**config.mk**
```make
export PLATFORM = sky130hd
export DESIGN_NAME = serdes_align_ctrl_flat
export DESIGN_NICKNAME = d
export VERILOG_FILES = /design/src/rtl/serdes_align_ctrl_if.sv /design/src/rtl/serdes_align_ctrl.sv /design/src/flat_wrapper.sv
export SDC_FILE = /design/constraint.sdc
export NUM_CORES = 1
export LEC_CHECK = 0
export CAP_MARGIN = 25
export CORE_MARGIN = 8
export CORE_UTILIZATION = 30
export DETAILED_ROUTE_END_ITERATION = 10
export GPL_TIMING_DRIVEN = 0
export REMOVE_ABC_BUFFERS = 1
export SLEW_MARGIN = 0
export SYNTH_ARGS = -nofsm -noshare
export SYNTH_HDL_FRONTEND = slang
export SYNTH_SLANG_ARGS = --single-unit
```
**constraint.sdc**
```tcl
create_clock -name clk -period 2.8 [get_ports clk]
set_clock_uncertainty 0.1 [all_clocks]
set_input_delay 0.56 -clock clk [delete_from_list [all_inputs] [get_ports clk]]
set_output_delay 0.56 -clock clk [all_outputs]
set_load 0.1 [all_outputs]
```
**src/rtl/serdes_align_ctrl_if.sv**
```systemverilog
// serdes_align_ctrl_if: parallel-side link between the alignment controller
// and the OSERDES/ISERDES loopback pair.
//   master : controller (drives reset, output enable, transmit word, bitslip)
//   slave  : SERDES pair (returns the deserialized word)
interface serdes_align_ctrl_if #(
    parameter int DATA_WIDTH = 8
) ();
    logic                  serdes_rst;
    logic                  tx_en;
    logic [DATA_WIDTH-1:0] tx_word;
    logic [DATA_WIDTH-1:0] rx_word;
    logic                  bitslip;

    modport master (
        output serdes_rst,
        output tx_en,
        output tx_word,
        output bitslip,
        input  rx_word
    );

    modport slave (
        input  serdes_rst,
        input  tx_en,
        input  tx_word,
        input  bitslip,
        output rx_word
    );
endinterface

```
**src/rtl/serdes_align_ctrl.sv**
```systemverilog
// serdes_align_ctrl: bring-up controller for the SERDES loopback path.
// Waits for PLL lock, holds the SERDES pair in reset, trains word alignment
// with bitslip pulses, then checks an incrementing counter for bit errors.
// Optional feature macro: SERDES_ALIGN_ERRCNT_EN builds the saturating
// error counter; without it err_cnt is tied to zero and only the sticky
// err flag reports check errors.
module serdes_align_ctrl #(
    parameter int         DATA_WIDTH    = 8,
    parameter logic [7:0] TRAIN_PATTERN = 8'hF0,
    parameter int         RST_CYCLES    = 16,
    parameter int         SETTLE        = 4,
    parameter int         MATCH_COUNT   = 8,
    parameter int         CHECK_SKIP    = 8
) (
    input  logic                 clk,
    input  logic                 rst,
    input  logic                 pll_locked,
    serdes_align_ctrl_if.master  link,
    output logic                 aligned,
    output logic                 fail,
    output logic                 err,
    output logic [15:0]          err_cnt,
    output logic [3:0]           slip_cnt
);

    typedef enum logic [2:0] {
        ST_WAIT_LOCK = 3'd0,
        ST_RESET     = 3'd1,
        ST_TRAIN     = 3'd2,
        ST_CHECK     = 3'd3,
        ST_FAIL      = 3'd4
    } state_t;

    localparam logic [DATA_WIDTH-1:0] TRAIN_WORD  = TRAIN_PATTERN[DATA_WIDTH-1:0];
    localparam logic [DATA_WIDTH-1:0] ONE_W       = DATA_WIDTH'(1);
    localparam logic [DATA_WIDTH-1:0] ZERO_W      = DATA_WIDTH'(0);
    localparam logic [15:0]           RST_LOAD    = 16'(RST_CYCLES - 1);
    localparam logic [7:0]            SETTLE_LOAD = 8'(SETTLE);
    localparam logic [7:0]            MATCH_LAST  = 8'(MATCH_COUNT - 1);
    localparam logic [7:0]            SKIP_LOAD   = 8'(CHECK_SKIP);
    localparam logic [3:0]            SLIP_MAX    = 4'(DATA_WIDTH);

    state_t                state_r, state_s;
    logic [15:0]           rst_cnt_r, rst_cnt_s;
    logic [7:0]            wait_cnt_r, wait_cnt_s;
    logic [7:0]            match_cnt_r, match_cnt_s;
    logic [7:0]            skip_cnt_r, skip_cnt_s;
    logic [DATA_WIDTH-1:0] prev_rx_r, prev_rx_s;
    logic [DATA_WIDTH-1:0] tx_word_r, tx_word_s;
    logic                  serdes_rst_r, serdes_rst_s;
    logic                  tx_en_r, tx_en_s;
    logic                  bitslip_r, bitslip_s;
    logic                  aligned_r, aligned_s;
    logic                  fail_r, fail_s;
    logic                  err_r;
    logic [3:0]            slip_cnt_r, slip_cnt_s;
    logic                  err_hit_s;
    logic                  clr_err_s;
    logic                  lock_lost_s;

    // State register; synchronous reset returns to WAIT_LOCK.
    always_ff @(posedge clk) begin
        if (rst) begin
            state_r <= ST_WAIT_LOCK;
        end else begin
            state_r <= state_s;
        end
    end

    // Next-state, counter and output decode; outputs follow the next state so
    // they change on the same edge as the state register.
    always_comb begin
        state_s      = state_r;
        rst_cnt_s    = rst_cnt_r;
        wait_cnt_s   = wait_cnt_r;
        match_cnt_s  = match_cnt_r;
        skip_cnt_s   = skip_cnt_r;
        prev_rx_s    = prev_rx_r;
        slip_cnt_s   = slip_cnt_r;
        bitslip_s    = 1'b0;
        err_hit_s    = 1'b0;
        clr_err_s    = 1'b0;
        tx_word_s    = ZERO_W;
        serdes_rst_s = 1'b1;
        tx_en_s      = 1'b0;
        aligned_s    = 1'b0;
        fail_s       = 1'b0;
        lock_lost_s  = (state_r != ST_WAIT_LOCK) && !pll_locked;

        if (lock_lost_s) begin
            // Losing lock aborts everything; err, err_cnt and slip_cnt are
            // kept for inspection until the next RESET entry.
            state_s     = ST_WAIT_LOCK;
            match_cnt_s = 8'd0;
        end else begin
            case (state_r)
                ST_WAIT_LOCK: begin
                    if (pll_locked) begin
                        state_s    = ST_RESET;
                        rst_cnt_s  = RST_LOAD;
                        clr_err_s  = 1'b1;
                        slip_cnt_s = 4'd0;
                    end else begin
                        state_s = ST_WAIT_LOCK;
                    end
                end
                ST_RESET: begin
                    if (rst_cnt_r == 16'd0) begin
                        state_s     = ST_TRAIN;
                        wait_cnt_s  = SETTLE_LOAD;
                        match_cnt_s = 8'd0;
                    end else begin
                        rst_cnt_s = rst_cnt_r - 16'd1;
                    end
                end
                ST_TRAIN: begin
                    if (wait_cnt_r != 8'd0) begin
                        wait_cnt_s = wait_cnt_r - 8'd1;
                    end else if (link.rx_word == TRAIN_WORD) begin
                        if (match_cnt_r == MATCH_LAST) begin
                            state_s     = ST_CHECK;
                            skip_cnt_s  = SKIP_LOAD;
                            match_cnt_s = 8'd0;
                        end else begin
                            match_cnt_s = match_cnt_r + 8'd1;
                        end
                    end else begin
                        match_cnt_s = 8'd0;
                        // Every rotation tried: give up without a final pulse.
                        if (slip_cnt_r == SLIP_MAX) begin
                            state_s = ST_FAIL;
                        end else begin
                            bitslip_s  = 1'b1;
                            slip_cnt_s = slip_cnt_r + 4'd1;
                            wait_cnt_s = SETTLE_LOAD;
                        end
                    end
                end
                ST_CHECK: begin
                    prev_rx_s = link.rx_word;
                    if (skip_cnt_r != 8'd0) begin
                        skip_cnt_s = skip_cnt_r - 8'd1;
                    end else if (link.rx_word != (prev_rx_r + ONE_W)) begin
                        err_hit_s = 1'b1;
                    end else begin
                        err_hit_s = 1'b0;
                    end
                end
                ST_FAIL: begin
                    state_s = ST_FAIL;
                end
                default: begin
                    state_s = ST_WAIT_LOCK;
                end
            endcase
        end

        case (state_s)
            ST_WAIT_LOCK: begin
                serdes_rst_s = 1'b1;
                tx_en_s      = 1'b0;
            end
            ST_RESET: begin
                serdes_rst_s = 1'b1;
                tx_en_s      = 1'b0;
            end
            ST_TRAIN: begin
                serdes_rst_s = 1'b0;
                tx_en_s      = 1'b1;
                tx_word_s    = TRAIN_WORD;
            end
            ST_CHECK: begin
                serdes_rst_s = 1'b0;
                tx_en_s      = 1'b1;
                aligned_s    = 1'b1;
                // Counter pattern restarts from zero on CHECK entry.
                if (state_r == ST_CHECK) begin
                    tx_word_s = tx_word_r + ONE_W;
                end else begin
                    tx_word_s = ZERO_W;
                end
            end
            ST_FAIL: begin
                serdes_rst_s = 1'b0;
                tx_en_s      = 1'b0;
                fail_s       = 1'b1;
            end
            default: begin
                serdes_rst_s = 1'b1;
                tx_en_s      = 1'b0;
            end
        endcase
    end

    // Registered outputs and datapath counters.
    always_ff @(posedge clk) begin
        if (rst) begin
            rst_cnt_r    <= 16'd0;
            wait_cnt_r   <= 8'd0;
            match_cnt_r  <= 8'd0;
            skip_cnt_r   <= 8'd0;
            prev_rx_r    <= ZERO_W;
            tx_word_r    <= ZERO_W;
            serdes_rst_r <= 1'b1;
            tx_en_r      <= 1'b0;
            bitslip_r    <= 1'b0;
            aligned_r    <= 1'b0;
            fail_r       <= 1'b0;
            slip_cnt_r   <= 4'd0;
        end else begin
            rst_cnt_r    <= rst_cnt_s;
            wait_cnt_r   <= wait_cnt_s;
            match_cnt_r  <= match_cnt_s;
            skip_cnt_r   <= skip_cnt_s;
            prev_rx_r    <= prev_rx_s;
            tx_word_r    <= tx_word_s;
            serdes_rst_r <= serdes_rst_s;
            tx_en_r      <= tx_en_s;
            bitslip_r    <= bitslip_s;
            aligned_r    <= aligned_s;
            fail_r       <= fail_s;
            slip_cnt_r   <= slip_cnt_s;
        end
    end

    // Sticky check-error flag, cleared on RESET entry.
    always_ff @(posedge clk) begin
        if (rst) begin
            err_r <= 1'b0;
        end else if (clr_err_s) begin
            err_r <= 1'b0;
        end else if (err_hit_s) begin
            err_r <= 1'b1;
        end else begin
            err_r <= err_r;
        end
    end

`ifdef SERDES_ALIGN_ERRCNT_EN
    logic [15:0] err_cnt_r;

    // Saturating check-error counter, cleared on RESET entry.
    always_ff @(posedge clk) begin
        if (rst) begin
            err_cnt_r <= 16'h0000;
        end else if (clr_err_s) begin
            err_cnt_r <= 16'h0000;
        end else if (err_hit_s && (err_cnt_r != 16'hFFFF)) begin
            err_cnt_r <= err_cnt_r + 16'd1;
        end else begin
            err_cnt_r <= err_cnt_r;
        end
    end

    assign err_cnt = err_cnt_r;
`else
    assign err_cnt = 16'h0000;
`endif

    assign link.serdes_rst = serdes_rst_r;
    assign link.tx_en      = tx_en_r;
    assign link.tx_word    = tx_word_r;
    assign link.bitslip    = bitslip_r;
    assign aligned         = aligned_r;
    assign fail            = fail_r;
    assign err             = err_r;
    assign slip_cnt        = slip_cnt_r;

endmodule

```
**src/flat_wrapper.sv**
```systemverilog
// flat-port wrapper written by rule: the top's interface ports become plain ports
module serdes_align_ctrl_flat 
#(
    parameter int         DATA_WIDTH    = 8,
    parameter logic [7:0] TRAIN_PATTERN = 8'hF0,
    parameter int         RST_CYCLES    = 16,
    parameter int         SETTLE        = 4,
    parameter int         MATCH_COUNT   = 8,
    parameter int         CHECK_SKIP    = 8
)
  (clk, rst, pll_locked, aligned, fail, err, err_cnt, slip_cnt, link_serdes_rst, link_tx_en, link_tx_word, link_bitslip, link_rx_word);
  serdes_align_ctrl_if #(.DATA_WIDTH(DATA_WIDTH)) link_i ();
  input  logic clk;
  input  logic rst;
  input  logic pll_locked;
  output logic aligned;
  output logic fail;
  output logic err;
  output logic [15:0] err_cnt;
  output logic [3:0] slip_cnt;
  output wire logic [$bits(link_i.serdes_rst)-1:0] link_serdes_rst;
  output wire logic [$bits(link_i.tx_en)-1:0] link_tx_en;
  output wire logic [$bits(link_i.tx_word)-1:0] link_tx_word;
  output wire logic [$bits(link_i.bitslip)-1:0] link_bitslip;
  input wire logic [$bits(link_i.rx_word)-1:0] link_rx_word;
  assign link_serdes_rst = link_i.serdes_rst;
  assign link_tx_en = link_i.tx_en;
  assign link_tx_word = link_i.tx_word;
  assign link_bitslip = link_i.bitslip;
  assign link_i.rx_word = link_rx_word;
  serdes_align_ctrl #(.DATA_WIDTH(DATA_WIDTH), .TRAIN_PATTERN(TRAIN_PATTERN), .RST_CYCLES(RST_CYCLES), .SETTLE(SETTLE), .MATCH_COUNT(MATCH_COUNT), .CHECK_SKIP(CHECK_SKIP)) u_core (.clk(clk), .rst(rst), .pll_locked(pll_locked), .link(link_i), .aligned(aligned), .fail(fail), .err(err), .err_cnt(err_cnt), .slip_cnt(slip_cnt));
endmodule
```
==> impl_results.md, run 1 <==
* Slowest cell on the critical path: or4b_2
* CTS tree: done
* Port bufs at 28
* Max Cap Viol at 0
* Final Util at 36.6%
* Detailed Route WL at 9160 um
* Synth cell count leaders: dfxtp_1, nor2_1, a21oi_1
* Gpl congestion at 0.847
* Ratio of cells with drive above 1 in the final layout at 7.68%
* Normalized max-slew margin at 34.2%
* Initial antenna violation count at 0
* Worst path max stage delay at 0.64 ns
* EDFF count, synth at 0
* Final Cycle Share at 96.3%
* Power Dens Cells at 572 nW/um^2
* Cells after Synth at 453
* Filler cell count at 1260
* Vias in the first global route at 3145
* Grt ovf at 0
* FF-to-FF path depth at 7
* Drc violations at 0
* Req. time, crit path at 2.92 ns
* Largest net degree at the start of global routing at 22
* DRT Pass-1 Iters at 4
* Cell count along the critical path at 6
* Rows at 40
* CP startpoint kind: primary input
* Initial cell density of the core at 30.8%
* First-pass GRT wire length at 15000 um
* Cell count of the worst hold path at 1
* Hold Slack at 0.361 ns
* Wirelength per Cell at 14.1 um
* Main synth FF type: dfxtp_1
* Final setup violation count at 0
* Setup Buffers After CTS at 0
* IO Pins at 45
* Initial DRC Count at 174
* Synth top area share at 37.2%
* Syn Std Cell Area at 3710 um^2
* Largest delay share family, worst path: simple AND/OR/NAND/NOR gates
* Final HPWL DP at 6640 um
* H-tree depth at 3
* Crit path DAT at 2.82 ns
* Area growth from synthesis to layout at 19.0%
* F_max at 371 MHz
* Core area at 12100 um^2
* Worst Path Buf+Inv at 1
* Synthesized area per cell at 8.19 um^2
* Largest cells by area after synthesis: dfxtp_1, a21oi_1, nor2_1
* Most common cell in the synthesized netlist: dfxtp_1
* Final ANT Viol Nets at 0
* Vias per cell at 5.15
* Die area at 16200 um^2
* Asr flop ratio synth at 0%
* CTS Root Cell: clkbuf_16
* Sinks on Clock Net at 69
* Sequential area share after synthesis at 37.2%
* Kind of critical path: in2reg
* Via count at 3349
* Worst hold path class: reg2reg
* Minimum clock period at 2.70 ns
* CTS Buf Count at 9
* Post-synth cell types at 61
* Clk slew on worst S/H paths at 0.06 ns
* Fin nets at 498
* Slew Limit Fails at 0
* Crit-path max FO at 7
* Synth Warn # at 0
* Leak at 1.55 nW
* Synth Register Bits at 69
* Cell Chain, Critical Path: clkdlybuf4s50_1, or4b_2, nor2_1, a31oi_1, nor2_2, mux2_2
* Global-route usage over all layers at 11.2%
* Status: completed
* Worst vdd ir at 0.000280 V
* Clk_lat worst skew at 0.33 ns
* Clock Tree Buf Depth at 2
* CP Capture Type: flip-flop
* N_diodes at 0
* Area leader, netlist: dfxtp_1
* Least-Margin Pin Slew at 0.983 ns
* Final number of hold-violating endpoints at 0
* Die Wd at 127 um
* Die Y at 127 um
kinds of logic after synthesis:
family	synth area share (%)
compound gates	19.2
flops	37.2
other cells	0.101
simple gates	27.3
xor+xnor	5.90
fa+ha+maj	2.70
buf+inv	6.20
mux	1.45
flip-flops by register name, indices dropped and copies added, names as in the netlist, 3 cells and up:
| name | cells |
|---|---|
| u_core.link.tx_word | 8 |
| u_core.slip_cnt | 4 |
| u_core.wait_cnt_r | 8 |
| u_core.prev_rx_r | 8 |
| u_core.skip_cnt_r | 8 |
| u_core.match_cnt_r | 8 |
| u_core.rst_cnt_r | 16 |
| u_core.state_r | 3 |
power breakdown:
part	internal, W	leakage (nW)	switching, W	total (W)
combinational	0.000114	0.857	0.000277	0.000391
clock	0.000702	0.139	0.000391	0.00109
sequential	0.00101	0.558	0.0000363	0.00105
total	0.00183	1.55	0.000705	0.00253
placed cells by master (no fill, tap or decap), types with 3 or more instances in the layout:
cell type / n
dfxtp_1: 68
nor2_1: 47
a21oi_1: 43
nand2_1: 39
clkdlybuf4s50_1: 28
xnor2_1: 20
nand3_1: 16
conb_1: 16
inv_1: 14
nor3_1: 12
or3_1: 11
o21ai_0: 11
a31oi_1: 9
clkbuf_16: 9
nor4_1: 8
o31ai_1: 8
ha_1: 8
or4_1: 7
a211oi_1: 7
nand4_1: 7
or4b_1: 5
a311oi_1: 5
xor2_1: 5
and3_1: 4
nand2b_1: 4
o41ai_1: 4
o21ai_1: 4
nand4b_1: 3
or3b_2: 3
nand3b_1: 3
o21a_1: 3
mux2_2: 3
layer usage:
layer,global-route usage (%),part of all wire [%],routed length (um),up-vias
met2,17.7,47,4340,79
met1,13.8,46,4210,1574
met5,0,0,0,-
met4,5.18,1.4,125,0
met3,3.45,5.3,484,9
li1,-,-,-,1687
cell type report:
type / instances / area, um^2 / area share [%]
tap: 168 / 210 / 4.76
clock inverter: 2 / 35.0 / 0.793
clock buffer: 12 / 246 / 5.58
timing repair buffer: 31 / 318 / 7.19
multi-input combinational: 354 / 2170 / 49.2
sequential: 69 / 1380 / 31.3
inverter: 14 / 52.6 / 1.19
metrics by stage:
stage / setup TNS (ns) / instances / power, W / instance area [um^2] / setup slack (ns)
final: 0 / 650 / 0.00253 / 4420 / 0.104
after global routing: -0.0134 / 650 / 0.00264 / 4420 / -0.0134
after CTS: 0 / 649 / 0.00256 / 4400 / 0.0373
after detailed placement: -4.28 / 635 / 0.00145 / 4110 / -0.395
after global placement: -13.50 / 633 / 0.00144 / 4080 / -0.666
after floorplan: 0 / 437 / 0.00135 / 3590 / 0.163
path summary, 6_finish.rpt:
kind,startpoint,to,slack (ns)
worst min register to register,u_core.link.tx_word[0]$_SDFF_PP0_,u_core.link.tx_word[0]$_SDFF_PP0_,0.36
worst max register to register,u_core.wait_cnt_r[0]$_SDFFE_PP0P_,u_core.skip_cnt_r[1]$_SDFFE_PP0P_,0.15
worst max-delay path,link_rx_word[7],u_core.skip_cnt_r[1]$_SDFFE_PP0P_,0.10
worst min-delay path,u_core.link.tx_word[0]$_SDFF_PP0_,u_core.link.tx_word[0]$_SDFF_PP0_,0.36
timing repair:
item,in CTS,in global routing
pin swaps,0,0
gates resized for setup,2,7
endpoints found under the setup margin,4,14
hold buffers,0,0
No activity file was read; power rests on OpenSTA's default activity.
==> run 2, diff against run 1 <==
- CTS_CLUSTER_SIZE: unset -> 14
==> results of run 2 <==
The final DEF is identical to that of run 1; final timing and power are the same.
==> run 3, diff against run 2 <==
- GPL_ROUTABILITY_DRIVEN: unset -> 1
- SLEW_MARGIN: 0 -> 5
==> results of run 3 <==
The final DEF is identical to that of run 1; final timing and power are the same.
